[src/rtl/motion_cmd_arbiter_if.sv]
// Operator-input and motion-command bundle shared by the arbiter and its neighbours.
// The master side drives keys, IR pulses and the obstacle flag; the slave side (arbiter) returns commands.
interface motion_cmd_arbiter_if;
    logic       key1;
    logic       key2;
    logic       key3;
    logic       key4;
    logic       ir_forward;
    logic       ir_back;
    logic       ir_left;
    logic       ir_right;
    logic       ir_stop;
    logic       hr_flag_short;
    logic       cmd_forward;
    logic       cmd_back;
    logic       cmd_left;
    logic       cmd_right;
    logic       cmd_stop;
    logic [2:0] cmd_state;
    logic       auto_stop;

    modport master (
        output key1, key2, key3, key4,
        output ir_forward, ir_back, ir_left, ir_right, ir_stop,
        output hr_flag_short,
        input  cmd_forward, cmd_back, cmd_left, cmd_right, cmd_stop,
        input  cmd_state, auto_stop
    );

    modport slave (
        input  key1, key2, key3, key4,
        input  ir_forward, ir_back, ir_left, ir_right, ir_stop,
        input  hr_flag_short,
        output cmd_forward, cmd_back, cmd_left, cmd_right, cmd_stop,
        output cmd_state, auto_stop
    );
endinterface

[src/rtl/motion_cmd_arbiter.sv]
// Motion-command front end: debounced keys + IR pulses -> prioritised single-cycle commands with
// obstacle auto-stop. Define MOTION_CMD_WDOG_EN to add the idle-timeout auto-stop.
module motion_cmd_arbiter #(
    parameter int DEB_CYCLES  = 1000000,
    parameter int WDOG_CYCLES = 250000000
) (
    input  logic                 clk,
    input  logic                 rst_n,
    motion_cmd_arbiter_if.slave  bus
);

    localparam int            DW       = $clog2(DEB_CYCLES);
    localparam logic [DW-1:0] DEB_LAST = DW'(DEB_CYCLES - 1);

    typedef enum logic [2:0] {
        ST_STOP  = 3'd0,
        ST_FWD   = 3'd1,
        ST_BACK  = 3'd2,
        ST_LEFT  = 3'd3,
        ST_RIGHT = 3'd4
    } state_t;

    // Key index order: 0 forward, 1 back, 2 left, 3 right.
    logic [3:0] key_raw;
    logic [3:0] press;

    assign key_raw = {bus.key4, bus.key3, bus.key2, bus.key1};

    generate
        for (genvar gi = 0; gi < 4; gi++) begin : g_deb
            logic          sync1_reg;
            logic          sync2_reg;
            logic          level_reg;
            logic          press_reg;
            logic [DW-1:0] cnt_reg;

            always_ff @(posedge clk or negedge rst_n) begin
                if (!rst_n) begin
                    sync1_reg <= 1'b1;
                    sync2_reg <= 1'b1;
                    level_reg <= 1'b1;
                    press_reg <= 1'b0;
                    cnt_reg   <= '0;
                end else begin
                    sync1_reg <= key_raw[gi];
                    sync2_reg <= sync1_reg;
                    press_reg <= 1'b0;
                    if (sync2_reg == level_reg) begin
                        cnt_reg <= '0;
                    end else if (cnt_reg == DEB_LAST) begin
                        level_reg <= sync2_reg;
                        cnt_reg   <= '0;
                        // only the falling (press) edge of the debounced level is a request
                        press_reg <= ~sync2_reg;
                    end else begin
                        cnt_reg <= cnt_reg + 1'b1;
                    end
                end
            end

            assign press[gi] = press_reg;
        end
    endgenerate

    logic req_fwd;
    logic req_back;
    logic req_left;
    logic req_right;
    logic req_stop;

    assign req_fwd   = press[0] | bus.ir_forward;
    assign req_back  = press[1] | bus.ir_back;
    assign req_left  = press[2] | bus.ir_left;
    assign req_right = press[3] | bus.ir_right;
    assign req_stop  = bus.ir_stop;

    state_t state_reg;
    state_t state_next;
    state_t pulse_cmd_reg;
    state_t pulse_cmd_next;
    logic   pulse_reg;
    logic   pulse_next;
    logic   auto_reg;
    logic   auto_next;
    logic   accept;
    state_t accept_cmd;
    logic   wdog_expire;

    // A blocked forward that is the top request leaves the cycle with no accepted command.
    always_comb begin
        accept     = 1'b1;
        accept_cmd = ST_STOP;
        if (req_stop) begin
            accept_cmd = ST_STOP;
        end else if (req_back) begin
            accept_cmd = ST_BACK;
        end else if (req_left) begin
            accept_cmd = ST_LEFT;
        end else if (req_right) begin
            accept_cmd = ST_RIGHT;
        end else if (req_fwd && !bus.hr_flag_short) begin
            accept_cmd = ST_FWD;
        end else begin
            accept = 1'b0;
        end
    end

`ifdef MOTION_CMD_WDOG_EN
    localparam int            WW        = $clog2(WDOG_CYCLES);
    localparam logic [WW-1:0] WDOG_LAST = WW'(WDOG_CYCLES - 1);

    logic [WW-1:0] wdog_reg;

    assign wdog_expire = (state_reg != ST_STOP) && (wdog_reg == WDOG_LAST);

    always_ff @(posedge clk or negedge rst_n) begin
        if (!rst_n) begin
            wdog_reg <= '0;
        end else if (accept || (state_reg == ST_STOP) || wdog_expire) begin
            wdog_reg <= '0;
        end else begin
            wdog_reg <= wdog_reg + 1'b1;
        end
    end
`else
    // No idle timeout in this build; the expression is constant-false for any legal WDOG_CYCLES.
    assign wdog_expire = (WDOG_CYCLES < 0);
`endif

    always_ff @(posedge clk or negedge rst_n) begin
        if (!rst_n) begin
            state_reg     <= ST_STOP;
            pulse_reg     <= 1'b0;
            pulse_cmd_reg <= ST_STOP;
            auto_reg      <= 1'b0;
        end else begin
            state_reg     <= state_next;
            pulse_reg     <= pulse_next;
            pulse_cmd_reg <= pulse_cmd_next;
            auto_reg      <= auto_next;
        end
    end

    // An accepted command always wins over the internally generated stops.
    always_comb begin
        state_next     = state_reg;
        pulse_next     = 1'b0;
        pulse_cmd_next = ST_STOP;
        auto_next      = 1'b0;
        if (accept) begin
            state_next     = accept_cmd;
            pulse_next     = 1'b1;
            pulse_cmd_next = accept_cmd;
        end else if (((state_reg == ST_FWD) && bus.hr_flag_short) || wdog_expire) begin
            state_next     = ST_STOP;
            pulse_next     = 1'b1;
            pulse_cmd_next = ST_STOP;
            auto_next      = 1'b1;
        end
    end

    always_comb begin
        bus.cmd_forward = pulse_reg && (pulse_cmd_reg == ST_FWD);
        bus.cmd_back    = pulse_reg && (pulse_cmd_reg == ST_BACK);
        bus.cmd_left    = pulse_reg && (pulse_cmd_reg == ST_LEFT);
        bus.cmd_right   = pulse_reg && (pulse_cmd_reg == ST_RIGHT);
        bus.cmd_stop    = pulse_reg && (pulse_cmd_reg == ST_STOP);
        bus.cmd_state   = state_reg;
        bus.auto_stop   = auto_reg;
    end

endmodule

[src/flat_wrapper.sv]
// flat-port wrapper written by rule: the top's interface ports become plain ports
module motion_cmd_arbiter_flat 
#(
    parameter int DEB_CYCLES  = 1000000,
    parameter int WDOG_CYCLES = 250000000
)
  (clk, rst_n, bus_key1, bus_key2, bus_key3, bus_key4, bus_ir_forward, bus_ir_back, bus_ir_left, bus_ir_right, bus_ir_stop, bus_hr_flag_short, bus_cmd_forward, bus_cmd_back, bus_cmd_left, bus_cmd_right, bus_cmd_stop, bus_cmd_state, bus_auto_stop);
  motion_cmd_arbiter_if bus_i ();
  input  logic clk;
  input  logic rst_n;
  input wire logic [$bits(bus_i.key1)-1:0] bus_key1;
  input wire logic [$bits(bus_i.key2)-1:0] bus_key2;
  input wire logic [$bits(bus_i.key3)-1:0] bus_key3;
  input wire logic [$bits(bus_i.key4)-1:0] bus_key4;
  input wire logic [$bits(bus_i.ir_forward)-1:0] bus_ir_forward;
  input wire logic [$bits(bus_i.ir_back)-1:0] bus_ir_back;
  input wire logic [$bits(bus_i.ir_left)-1:0] bus_ir_left;
  input wire logic [$bits(bus_i.ir_right)-1:0] bus_ir_right;
  input wire logic [$bits(bus_i.ir_stop)-1:0] bus_ir_stop;
  input wire logic [$bits(bus_i.hr_flag_short)-1:0] bus_hr_flag_short;
  output wire logic [$bits(bus_i.cmd_forward)-1:0] bus_cmd_forward;
  output wire logic [$bits(bus_i.cmd_back)-1:0] bus_cmd_back;
  output wire logic [$bits(bus_i.cmd_left)-1:0] bus_cmd_left;
  output wire logic [$bits(bus_i.cmd_right)-1:0] bus_cmd_right;
  output wire logic [$bits(bus_i.cmd_stop)-1:0] bus_cmd_stop;
  output wire logic [$bits(bus_i.cmd_state)-1:0] bus_cmd_state;
  output wire logic [$bits(bus_i.auto_stop)-1:0] bus_auto_stop;
  assign bus_i.key1 = bus_key1;
  assign bus_i.key2 = bus_key2;
  assign bus_i.key3 = bus_key3;
  assign bus_i.key4 = bus_key4;
  assign bus_i.ir_forward = bus_ir_forward;
  assign bus_i.ir_back = bus_ir_back;
  assign bus_i.ir_left = bus_ir_left;
  assign bus_i.ir_right = bus_ir_right;
  assign bus_i.ir_stop = bus_ir_stop;
  assign bus_i.hr_flag_short = bus_hr_flag_short;
  assign bus_cmd_forward = bus_i.cmd_forward;
  assign bus_cmd_back = bus_i.cmd_back;
  assign bus_cmd_left = bus_i.cmd_left;
  assign bus_cmd_right = bus_i.cmd_right;
  assign bus_cmd_stop = bus_i.cmd_stop;
  assign bus_cmd_state = bus_i.cmd_state;
  assign bus_auto_stop = bus_i.auto_stop;
  motion_cmd_arbiter #(.DEB_CYCLES(DEB_CYCLES), .WDOG_CYCLES(WDOG_CYCLES)) u_core (.clk(clk), .rst_n(rst_n), .bus(bus_i));
endmodule
[config.mk]
export PLATFORM = sky130hd
export DESIGN_NAME = motion_cmd_arbiter_flat
export DESIGN_NICKNAME = d
export VERILOG_FILES = /design/src/rtl/motion_cmd_arbiter_if.sv /design/src/rtl/motion_cmd_arbiter.sv /design/src/flat_wrapper.sv
export SDC_FILE = /design/constraint.sdc
export NUM_CORES = 1
export LEC_CHECK = 0
export CAP_MARGIN = 20
export CORE_MARGIN = 4
export CORE_UTILIZATION = 31
export CTS_CLUSTER_DIAMETER = 200
export CTS_CLUSTER_SIZE = 28
export DETAILED_ROUTE_END_ITERATION = 8
export MAX_ROUTING_LAYER = met4
export PLACE_DENSITY = 0.45
export SYNTH_ARGS = -nofsm -noshare
export SYNTH_HDL_FRONTEND = slang
export SYNTH_SLANG_ARGS = --single-unit
[constraint.sdc]
create_clock -name clk -period 1.95 [get_ports clk]
set_input_delay 0.195 -clock clk [delete_from_list [all_inputs] [get_ports clk]]
set_output_delay 0.195 -clock clk [all_outputs]
set_load 0.01 [all_outputs]
==> results of run 1 <==
[per-layer routing]
layer	track usage, %	routed length [um]
met5	-	0
met4	3.03	88
met3	3.90	322
met2	20.7	5080
met1	16.0	5000
[worst paths after layout]
kind | start | endpoint | slack [ns] | cells past startpoint
min in group asynchronous | rst_n | u_core.bus.auto_stop$_DFF_PN0_ | 0.33 | 2
max in group asynchronous | rst_n | u_core.g_deb[2].level_reg$_DFFE_PN1P_ | 0.97 | 3
setup / recovery | u_core.g_deb[1].cnt_reg[8]$_DFF_PN0_ | u_core.g_deb[1].cnt_reg[17]$_DFF_PN0_ | -0.03 | 5
setup reg to reg | u_core.g_deb[1].cnt_reg[8]$_DFF_PN0_ | u_core.g_deb[1].cnt_reg[17]$_DFF_PN0_ | -0.03 | 5
hold reg to reg | u_core.g_deb[2].sync1_reg$_DFF_PN1_ | u_core.g_deb[2].sync2_reg$_DFF_PN1_ | 0.36 | 0
hold / removal | bus_key4 | u_core.g_deb[3].sync1_reg$_DFF_PN1_ | 0.25 | 1
[cell usage in the layout, fill, tap and decap left out, types with 3 or more instances in the layout]
master	synthesis	layout
nor4b_1	5	5
dfstp_2	12	12
or3_1	15	15
and3_1	9	9
mux2_2	4	4
o21ai_0	18	17
nand3_1	34	34
and2_1	3	3
a21oi_1	27	26
or4_1	18	12
xnor2_1	25	25
o31ai_1	13	11
clkbuf_16	0	9
inv_1	19	19
or4_4	2	8
nor2_1	63	62
nand4_1	11	11
nor4_1	10	10
xor2_1	22	22
a31o_2	3	3
dfrtp_1	92	92
clkinv_2	0	3
nand2_1	30	30
clkdlybuf4s50_1	0	19
nor3_1	13	13
buf_6	0	3
buf_4	0	52
a21oi_2	2	3
[per-stage QoR]
stage / cells / hold WS, ns
detailed placement: 764 / 0.168
global route: 782 / 0.229
global placement: 764 / 0.168
finish: 782 / 0.247
floorplan: 495 / -0.101
CTS: 781 / 0.227
[where the power goes]
group | internal [mW] | switching (mW) | leakage [nW]
combinational | 0.110 | 0.135 | 0.943
sequential | 2.20 | 0.0267 | 1.39
clock | 0.989 | 0.793 | 0.138
total | 3.30 | 0.955 | 2.47
[worst reg2reg max path, cell delays in order, from the launching register on]
cell and delay [ns]:
dfrtp_1 0.38, or4b_1 0.51, or4_4 0.56, o21ai_4 0.18, buf_6 0.18, a21oi_1 0.06
[cell families after synthesis]
logic type | after synthesis | synth area share [%]
AND/OR/NAND/NOR | 233 | 25.6
flip-flops | 104 | 53.2
AO/OA/AOI/OAI | 67 | 8.01
XOR/XNOR | 47 | 8.37
buffers and inverters | 36 | 2.87
multiplexers | 4 | 0.915
adder cells (fa/ha/maj) | 4 | 1.02
[Yosys cell counts, types with 4 or more instances]
cell type / n
xnor2_1: 25
or3_1: 15
nor4_1: 10
clkbuf_1: 12
nand3_1: 34
dfrtp_1: 92
inv_1: 19
nor2_1: 63
dfstp_2: 12
ha_1: 4
mux2_2: 4
nand2_1: 30
nand4_1: 11
a21oi_1: 27
nor4b_1: 5
o31ai_1: 13
or4_1: 18
and3_1: 9
buf_2: 5
nor3_1: 13
o21ai_0: 18
xor2_1: 22
[cell type report]
class / count / area, um^2
fill: 1520 / 9230
sequential: 104 / 2620
multi-input combinational: 355 / 2240
timing repair buffer: 77 / 664
tap: 211 / 264
clock buffer: 10 / 229
inverter: 19 / 71.3
clock inverter: 6 / 60.1
[repair_timing]
action                                  in CTS  in global routing
gates resized for setup                      6                 12
hold endpoints to repair                    27                  0
pin swaps                                    0                  1
endpoints found under the setup margin      23                 39
buffers inserted                             0                  1
hold buffers                                 1                  0
==> run_results.csv, run 1 <==
group,metric,value,unit
sta,slew_headroom,71.7,%
critical_path,crit_fanout,11,
die,dieArea,18000,um^2
yosys,ys_top_cells_by_area,"dfrtp_1, dfstp_2, nor2_1",
layout,syn_to_final_growth,24.8,%
power,p_total,4.25,mW
critical_path,cp.arrival,2.20,ns
place,place_ws,-0.0740,ns
global_route,grt_max_degree,37,
run_status,outcome,"complete, but fails checks",
global_route,grt.total_usage,12.9,%
critical_path,critical_path_class,"register to register",
place,hpwl,7.41,mm
layout,drive_above_1_share,20.5,%
power,power_density,692,nW/um^2
layout,utilization,40.0,%
yosys,synth_area,4920,um^2
global_route,first_global_vias,3837,
power,p_leak,2.47,nW
global_route,overflow,0,
clock_tree,cts_buffers,9,
yosys,avgSynthCellArea,9.94,um^2
layout,final_nets,582,
yosys,ys_warn_count,0,
die,die_h,134,um
place,placed_area,5760,um^2
clock_tree,clk_latency,0.35,ns
die,core,15400,um^2
sta,finalMaxSlewViolations,0,
yosys,ys_seq_elements,104,
clock_tree,clkSinkCount,104,
run_status,violations,"setup timing",
critical_path,cpPeakStageDelay,0.56,ns
yosys,async_flop_share,100,%
min_path,hold_path_class,"input pin to register",
yosys,yosys.area.top_type,"dfrtp_1",
place,port_buffers,20,
yosys,yosysUniqueCellTypes,43,
clock_tree,cts_tree,"done",
place,gp_congestion,0.785,
yosys,synth-edff-count,0,
sta,post-route-period-util,101,%
yosys,syn_nets,511,
sta,tightest_slew,0.424,ns
critical_path,cp_top_family,"simple AND/OR/NAND/NOR gates",
critical_path,setup.worst_path.end_class,"register",
critical_path,critPathRequiredTime,2.18,ns
layout,largest_register_ffs,80,
detailed_routing,avgViaCountPerCell,4.82,
layout,final_area,6140,um^2
global_route,grt_antenna_before_repair,0,
detailed_routing,routed_wl,10.5,mm
detailed_routing,drc,0,
sta,hold_viol,0,
clock_tree,cts_buffer_depth,2,
critical_path,cp_slowest_cell,"or4_4",
sta,setup_ws,-0.0283,ns
critical_path,worst-path-buf-inv,1,
die,start_util,32.0,%
power,vdd_drop_max,0.000409,V
yosys,seq_area_frac_synth,53.2,%
detailed_routing,ant_nets,0,
detailed_routing,firstDrtPassIters,4,
sta,skew,0.00543,ns
global_route,grt_pass1_wl,18.4,mm
critical_path,crit_chain,"or4b_1 -> or4_4 -> o21ai_4 -> buf_6 -> a21oi_1",
sta,tns,-0.220,ns
detailed_routing,num_vias,3771,
clock_tree,ctsHtreeMaxLevel,3,
clock_tree,path_clk_slew,0.07,ns
yosys,synth-main-ff-cell,"dfrtp_1",
die,num_io_pins,21,
yosys,syn-instance-count,495,
clock_tree,cts_root_buffer,"clkbuf_16",
detailed_routing,drt-wirelength-per-cell,13.4,um
sta,fmax,505,MHz
yosys,yosysTopAreaCellShare,46.8,%
detailed_routing,drt_iter0_drc,223,
layout,num_antenna_cells,0,
critical_path,startpoint_type,"register",
flow_run,drv_cap,0,
sta,finalSetupViolCount,12,
die,rows,45,
die,die_width,134,um
sta,rsz0062_at_grt,"true",
sta,fin_crit,1.98,ns
Note: power is estimated with default switching activity, not from simulation.
==> run 2: changes to the inputs <==
GPL_TIMING_DRIVEN = 0   (was default)
==> run 2 against run 1 <==
  * The flow still finishes with violations (setup timing)
  * Clock skew hardly changed
  * Critical path depth unchanged
  * Die area unchanged
  * Worst hold slack got worse by 0.0028 ns
  * Flip-flop and latch count stayed put
  * Global-route usage down 0.11 points
  * Sequential power about the same
  * Clock power is 9.6% higher
  * Count of clock-buffer cells in the layout up 3
  * Critical path type unchanged
==> run_results.csv, run 2 (synthesized netlist as in run 1, its figures left out) <==
group,metric,value,unit
detailed_routing,drt_iter0_drc,208,
sta,rsz0062_at_grt,"true",
power,power_density,732,nW/um^2
die,core,15400,um^2
min_path,holdPathEnd,"u_core.g_deb[1].sync1_reg$_DFF_PN1_",
layout,stdcell_count,755,
sta,finalSetupViolCount,21,
global_route,overflow,0,
clock_tree,cts_tree,"done",
critical_path,r2r_cells,5,
sta,fin_crit,2.04,ns
clock_tree,cts_buffers,9,
critical_path,critPathRequiredTime,2.19,ns
layout,final_area,6030,um^2
sta,setup_ws,-0.0893,ns
detailed_routing,num_vias,3713,
clock_tree,cts_buffer_depth,2,
power,vdd_drop_max,0.000418,V
detailed_routing,avgViaCountPerCell,4.92,
die,rows,45,
place,place_inst,727,
clock_tree,cts_root_buffer,"clkbuf_16",
critical_path,critical_path_class,"register to register",
die,dieArea,18000,um^2
global_route,grt_antenna_before_repair,0,
critical_path,setup.worst_path.end_class,"register",
min_path,hold_start,"bus_key2",
sta,fmax,490,MHz
die,die_width,134,um
die,num_io_pins,21,
global_route,grt_max_degree,59,
min_path,hold_path_class,"input pin to register",
layout,drive_above_1_share,19.1,%
die,die_h,134,um
layout,num_antenna_cells,0,
place,hpwl,6.99,mm
critical_path,ff2ff_setup_slack,-0.09,ns
place,placed_area,5420,um^2
global_route,grt.total_usage,12.8,%
sta,skew,0.00580,ns
clock_tree,clk_latency,0.35,ns
detailed_routing,drt-wirelength-per-cell,14.0,um
flow_run,drv_cap,0,
run_status,outcome,"complete, but fails checks",
layout,syn_to_final_growth,22.6,%
die,start_util,32.0,%
detailed_routing,drc,0,
layout,final_nets,555,
place,gp_congestion,0.753,
sta,finalMaxSlewViolations,0,
layout,layout_commonest_cell,"dfrtp_1",
sta,hold_viol,0,
critical_path,crit_fanout,10,
run_status,violations,"setup timing",
detailed_routing,firstDrtPassIters,5,
critical_path,reg2reg_from,"u_core.g_deb[1].cnt_reg[12]$_DFF_PN0_",
critical_path,startpoint_type,"register",
sta,post-route-period-util,105,%
sta,tightest_slew,0.675,ns
critical_path,cp.arrival,2.28,ns
sta,slew_headroom,54.6,%
global_route,grt_pass1_wl,17.9,mm
critical_path,r2r_end,"u_core.g_deb[1].cnt_reg[10]$_DFF_PN0_",
clock_tree,ctsHtreeMaxLevel,3,
sta,holdWs,0.244,ns
power,p_leak,2.33,nW
layout,largest_register_ffs,80,
detailed_routing,routed_wl,10.6,mm
global_route,first_global_vias,3652,
detailed_routing,ant_nets,0,
clock_tree,clkSinkCount,104,
min_path,holdPathStages,1,
clock_tree,path_clk_slew,0.07,ns
place,port_buffers,20,
layout,layout_common_cells,"dfrtp_1, nor2_1, nand3_1, nand2_1, xnor2_1",
[run 2: cell types whose count changed in the layout (fill, tap and decap cells not counted), sizes merged]
cell | before | now
buf | 57 | 23
clkinvlp | 2 | 0
clkinv | 3 | 1
or4b | 3 | 4
clkbuf | 10 | 19
bufinv | 1 | 2
[run 2: per-layer routing]
metal	routed length [um]	track usage, %	vias to the layer above
met3	274	3.08	11
met2	5000	19.4	41
met5	0	-	-
met1	5180	16.7	1825
li1	-	-	1836
met4	143	4.80	0
[run 2: metrics by stage]
step	setup TNS, ns	worst slack [ns]	utilization (%)	power [mW]
finish	-1.54	-0.0893	39.2	4.42
global route	-2.86	-0.151	39.2	4.62
CTS	-4.08	-0.116	38.3	4.50
detailed placement	-9.91	-0.221	35.3	2.48
global placement	-358.12	-3.53	35.1	2.47
floorplan	0	0.00127	-	2.35
[run 2: repair_timing]
item                                    CTS  global route
pin swaps                                 7             4
setup buffers                             7             6
gates resized for setup                  31            34
hold buffers                              1             0
cloned                                    1             1
endpoints found under the setup margin   77            74
hold endpoints to repair                 43             0
[run 2: how the worst max path moves through the flow]
stage | start | to | cells after the start
final | u_core.g_deb[1].cnt_reg[12]$_DFF_PN0_ | u_core.g_deb[1].cnt_reg[10]$_DFF_PN0_ | 5
after CTS | u_core.g_deb[3].cnt_reg[12]$_DFF_PN0_ | u_core.g_deb[3].cnt_reg[9]$_DFF_PN0_ | 6
after global placement | rst_n | u_core.g_deb[3].cnt_reg[12]$_DFF_PN0_ | 1
after floorplan | u_core.g_deb[0].cnt_reg[0]$_DFF_PN0_ | u_core.g_deb[0].cnt_reg[18]$_DFF_PN0_ | 6
after detailed placement | u_core.g_deb[1].cnt_reg[6]$_DFF_PN0_ | u_core.g_deb[1].cnt_reg[3]$_DFF_PN0_ | 5
after global routing | u_core.g_deb[1].cnt_reg[12]$_DFF_PN0_ | u_core.g_deb[1].cnt_reg[13]$_DFF_PN0_ | 5
[run 2: area by class of cell]
| class | instances | area (um^2) |
|---|---|---|
| Tap cell | 211 | 264 |
| Clock inverter | 3 | 65.1 |
| Timing Repair Buffer | 36 | 344 |
| Clock buffer | 13 | 250 |
| Multi-Input combinational cell | 356 | 2320 |
| Sequential cell | 104 | 2620 |
| Fill cell | 1536 | 9340 |
| Buffer | 13 | 90.1 |
| Inverter | 19 | 71.3 |
[run 2: where the power goes]
part	internal [mW]	switching, mW	leakage (nW)	total (mW)
registers	2.20	0.0345	1.39	2.23
clock network	1.16	0.785	0.154	1.95
logic	0.104	0.134	0.795	0.238
total	3.46	0.954	2.33	4.42
[run 2: critical path: stages, from the launching register on]
cell,delay [ns]
dfrtp_1,0.40
or4_4,0.52
or4_4,0.56
o21ai_4,0.21
buf_6,0.18
nor2_1,0.06
==> run 3: changes to the inputs <==
--- a/config.mk
+++ b/config.mk
@@ -15,3 +15,3 @@
 export MAX_ROUTING_LAYER = met4
-export PLACE_DENSITY = 0.45
+export PLACE_DENSITY = 0.43
 export SYNTH_ARGS = -nofsm -noshare
==> constraint.sdc (replaced) <==
create_clock -name clk -period 2.5 [get_ports clk]
set_input_delay 0.25 -clock clk [delete_from_list [all_inputs] [get_ports clk]]
set_output_delay 0.25 -clock clk [all_outputs]
set_load 0.02 [all_outputs]
==> run 3 against run 2 <==
  * The run now ends clean
  * Highest routed layer unchanged
  * Via count down 2.9%
  * Register-to-register slack better by 0.44 ns
  * Clock skew rose by 0.00077 ns
  * Flip-flop and latch count stayed put
==> run_results.csv, run 3 (synthesized netlist as in run 1, its figures left out) <==
group,metric,value,unit
critical_path,crit_fanout,8,
critical_path,crit_end,"u_core.g_deb[1].cnt_reg[18]$_DFF_PN0_",
layout,largest_register_ffs,80,
clock_tree,cts_root_buffer,"clkbuf_16",
global_route,overflow,0,
detailed_routing,drt-wirelength-per-cell,13.4,um
place,port_buffers,20,
critical_path,critical_path_class,"register to register",
sta,slew_headroom,57.4,%
clock_tree,path_clk_slew,0.07,ns
detailed_routing,avgViaCountPerCell,4.85,
global_route,grt_pass1_wl,17.4,mm
sta,rsz0062_at_grt,"false",
sta,tightest_slew,0.633,ns
critical_path,cpPeakStageDelay,0.49,ns
flow_run,drv_cap,0,
clock_tree,ctsHtreeMaxLevel,3,
critical_path,startpoint_type,"register",
detailed_routing,ant_nets,0,
die,start_util,32.0,%
die,die_width,134,um
critical_path,r2r_end,"u_core.g_deb[1].cnt_reg[18]$_DFF_PN0_",
critical_path,r2r_cells,6,
sta,fmax,465,MHz
layout,final_nets,544,
global_route,grt_antenna_before_repair,0,
layout,drive_above_1_share,9.19,%
place,gp_congestion,0.744,
sta,hold_viol,0,
critical_path,critPathRequiredTime,2.78,ns
clock_tree,postCtsHoldBufs,1,
layout,layout_common_cells,"dfrtp_1, nor2_1, nand3_1, nand2_1, a21oi_1",
die,die_h,134,um
layout,utilization,37.1,%
clock_tree,clkSinkCount,104,
die,rows,45,
critical_path,ff2ff_setup_slack,0.35,ns
sta,skew,0.00657,ns
die,dieArea,18000,um^2
critical_path,crit_start,"u_core.g_deb[1].cnt_reg[0]$_DFF_PN0_",
layout,num_antenna_cells,0,
layout,syn_to_final_growth,15.9,%
layout,layout_commonest_cell,"dfrtp_1",
critical_path,setup.worst_path.end_class,"register",
global_route,first_global_vias,3589,
power,power_density,576,nW/um^2
power,p_leak,2.21,nW
run_status,outcome,"complete, no violations",
sta,setup_ws,0.350,ns
detailed_routing,firstDrtPassIters,4,
die,core,15400,um^2
clock_tree,cts.repair.resized,0,
detailed_routing,num_vias,3607,
critical_path,cp_top_family,"simple AND/OR/NAND/NOR gates",
detailed_routing,routed_wl,9.99,mm
clock_tree,clk_latency,0.35,ns
detailed_routing,drt_iter0_drc,147,
detailed_routing,drc,0,
power,vdd_drop_max,0.000352,V
critical_path,crit_chain,"ha_1 -> nand2_1 -> or4_1 -> buf_2 -> or4_4 -> a21oi_2",
clock_tree,post-cts-setup-buffers,0,
sta,fin_crit,2.15,ns
sta,post-route-period-util,86.0,%
place,place_ws,0.350,ns
critical_path,worst-path-buf-inv,1,
clock_tree,cts_buffer_depth,2,
critical_path,worst-path-stages,6,
sta,finalMaxSlewViolations,0,
global_route,grt_max_degree,60,
place,hpwl,6.93,mm
critical_path,cp.arrival,2.43,ns
clock_tree,cts_tree,"done",
critical_path,cp_slowest_cell,"or4_1",
global_route,grt.total_usage,12.3,%
sta,finalSetupViolCount,0,
clock_tree,cts_buffers,9,
critical_path,reg2reg_from,"u_core.g_deb[1].cnt_reg[0]$_DFF_PN0_",
min_path,hold_path_class,"input pin to register",
die,num_io_pins,21,
run 3: cell type report:
class / count / area (um^2)
Fill cell: 1549 / 9670
Clock inverter: 4 / 45.0
Multi-Input combinational cell: 355 / 2160
Timing Repair Buffer: 22 / 235
Inverter: 19 / 71.3
Sequential cell: 104 / 2620
Clock buffer: 12 / 236
Tap cell: 211 / 264
Buffer: 17 / 70.1
run 3: per-stage QoR:
| stage | hold WS (ns) | area [um^2] | cells | total power, mW | TNS (ns) |
|---|---|---|---|---|---|
| 3_5_place_dp | 0.320 | 5410 | 727 | 1.94 | 0 |
| 4_1_cts | 0.289 | 5700 | 744 | 3.36 | 0 |
| 2_1_floorplan | -0.0456 | 4920 | 495 | 1.84 | 0 |
| 6_report | 0.307 | 5700 | 744 | 3.28 | 0 |
| 5_1_grt | 0.299 | 5700 | 744 | 3.45 | 0 |
| 3_3_place_gp | 0.347 | 5390 | 726 | 1.93 | -301.54 |
run 3: power breakdown:
part	leakage, nW	switching (mW)	internal, mW
Sequential	1.39	0.0268	1.71
Clock	0.140	0.611	0.773
Combinational	0.678	0.0967	0.0600
Total	2.21	0.734	2.55
run 3: routing by layer:
| layer | up-vias | track usage, % | part of all wire, % | routed length [um] |
|---|---|---|---|---|
| met4 | 0 | 2.97 | 0.99 | 99 |
| met2 | 37 | 19.0 | 46 | 4560 |
| met5 | - | - | 0 | 0 |
| met3 | 7 | 3.98 | 3.3 | 328 |
| met1 | 1746 | 15.9 | 50 | 5000 |
| li1 | 1817 | - | - | - |
run 3: how the worst min path moves through the flow:
stage                                                   start                                     to  slack [ns]  depth (start not counted)
final                                                bus_key2    u_core.g_deb[1].sync1_reg$_DFF_PN1_        0.31                          1
after global routing                                 bus_key4    u_core.g_deb[3].sync1_reg$_DFF_PN1_        0.30                          1
after CTS                                            bus_key2    u_core.g_deb[1].sync1_reg$_DFF_PN1_        0.29                          1
after detailed placement                                rst_n  u_core.g_deb[0].cnt_reg[14]$_DFF_PN0_        0.32                          1
after global placement    u_core.g_deb[0].sync1_reg$_DFF_PN1_    u_core.g_deb[0].sync2_reg$_DFF_PN1_        0.35                          0
after floorplan                                         rst_n         u_core.bus.auto_stop$_DFF_PN0_       -0.05                          0
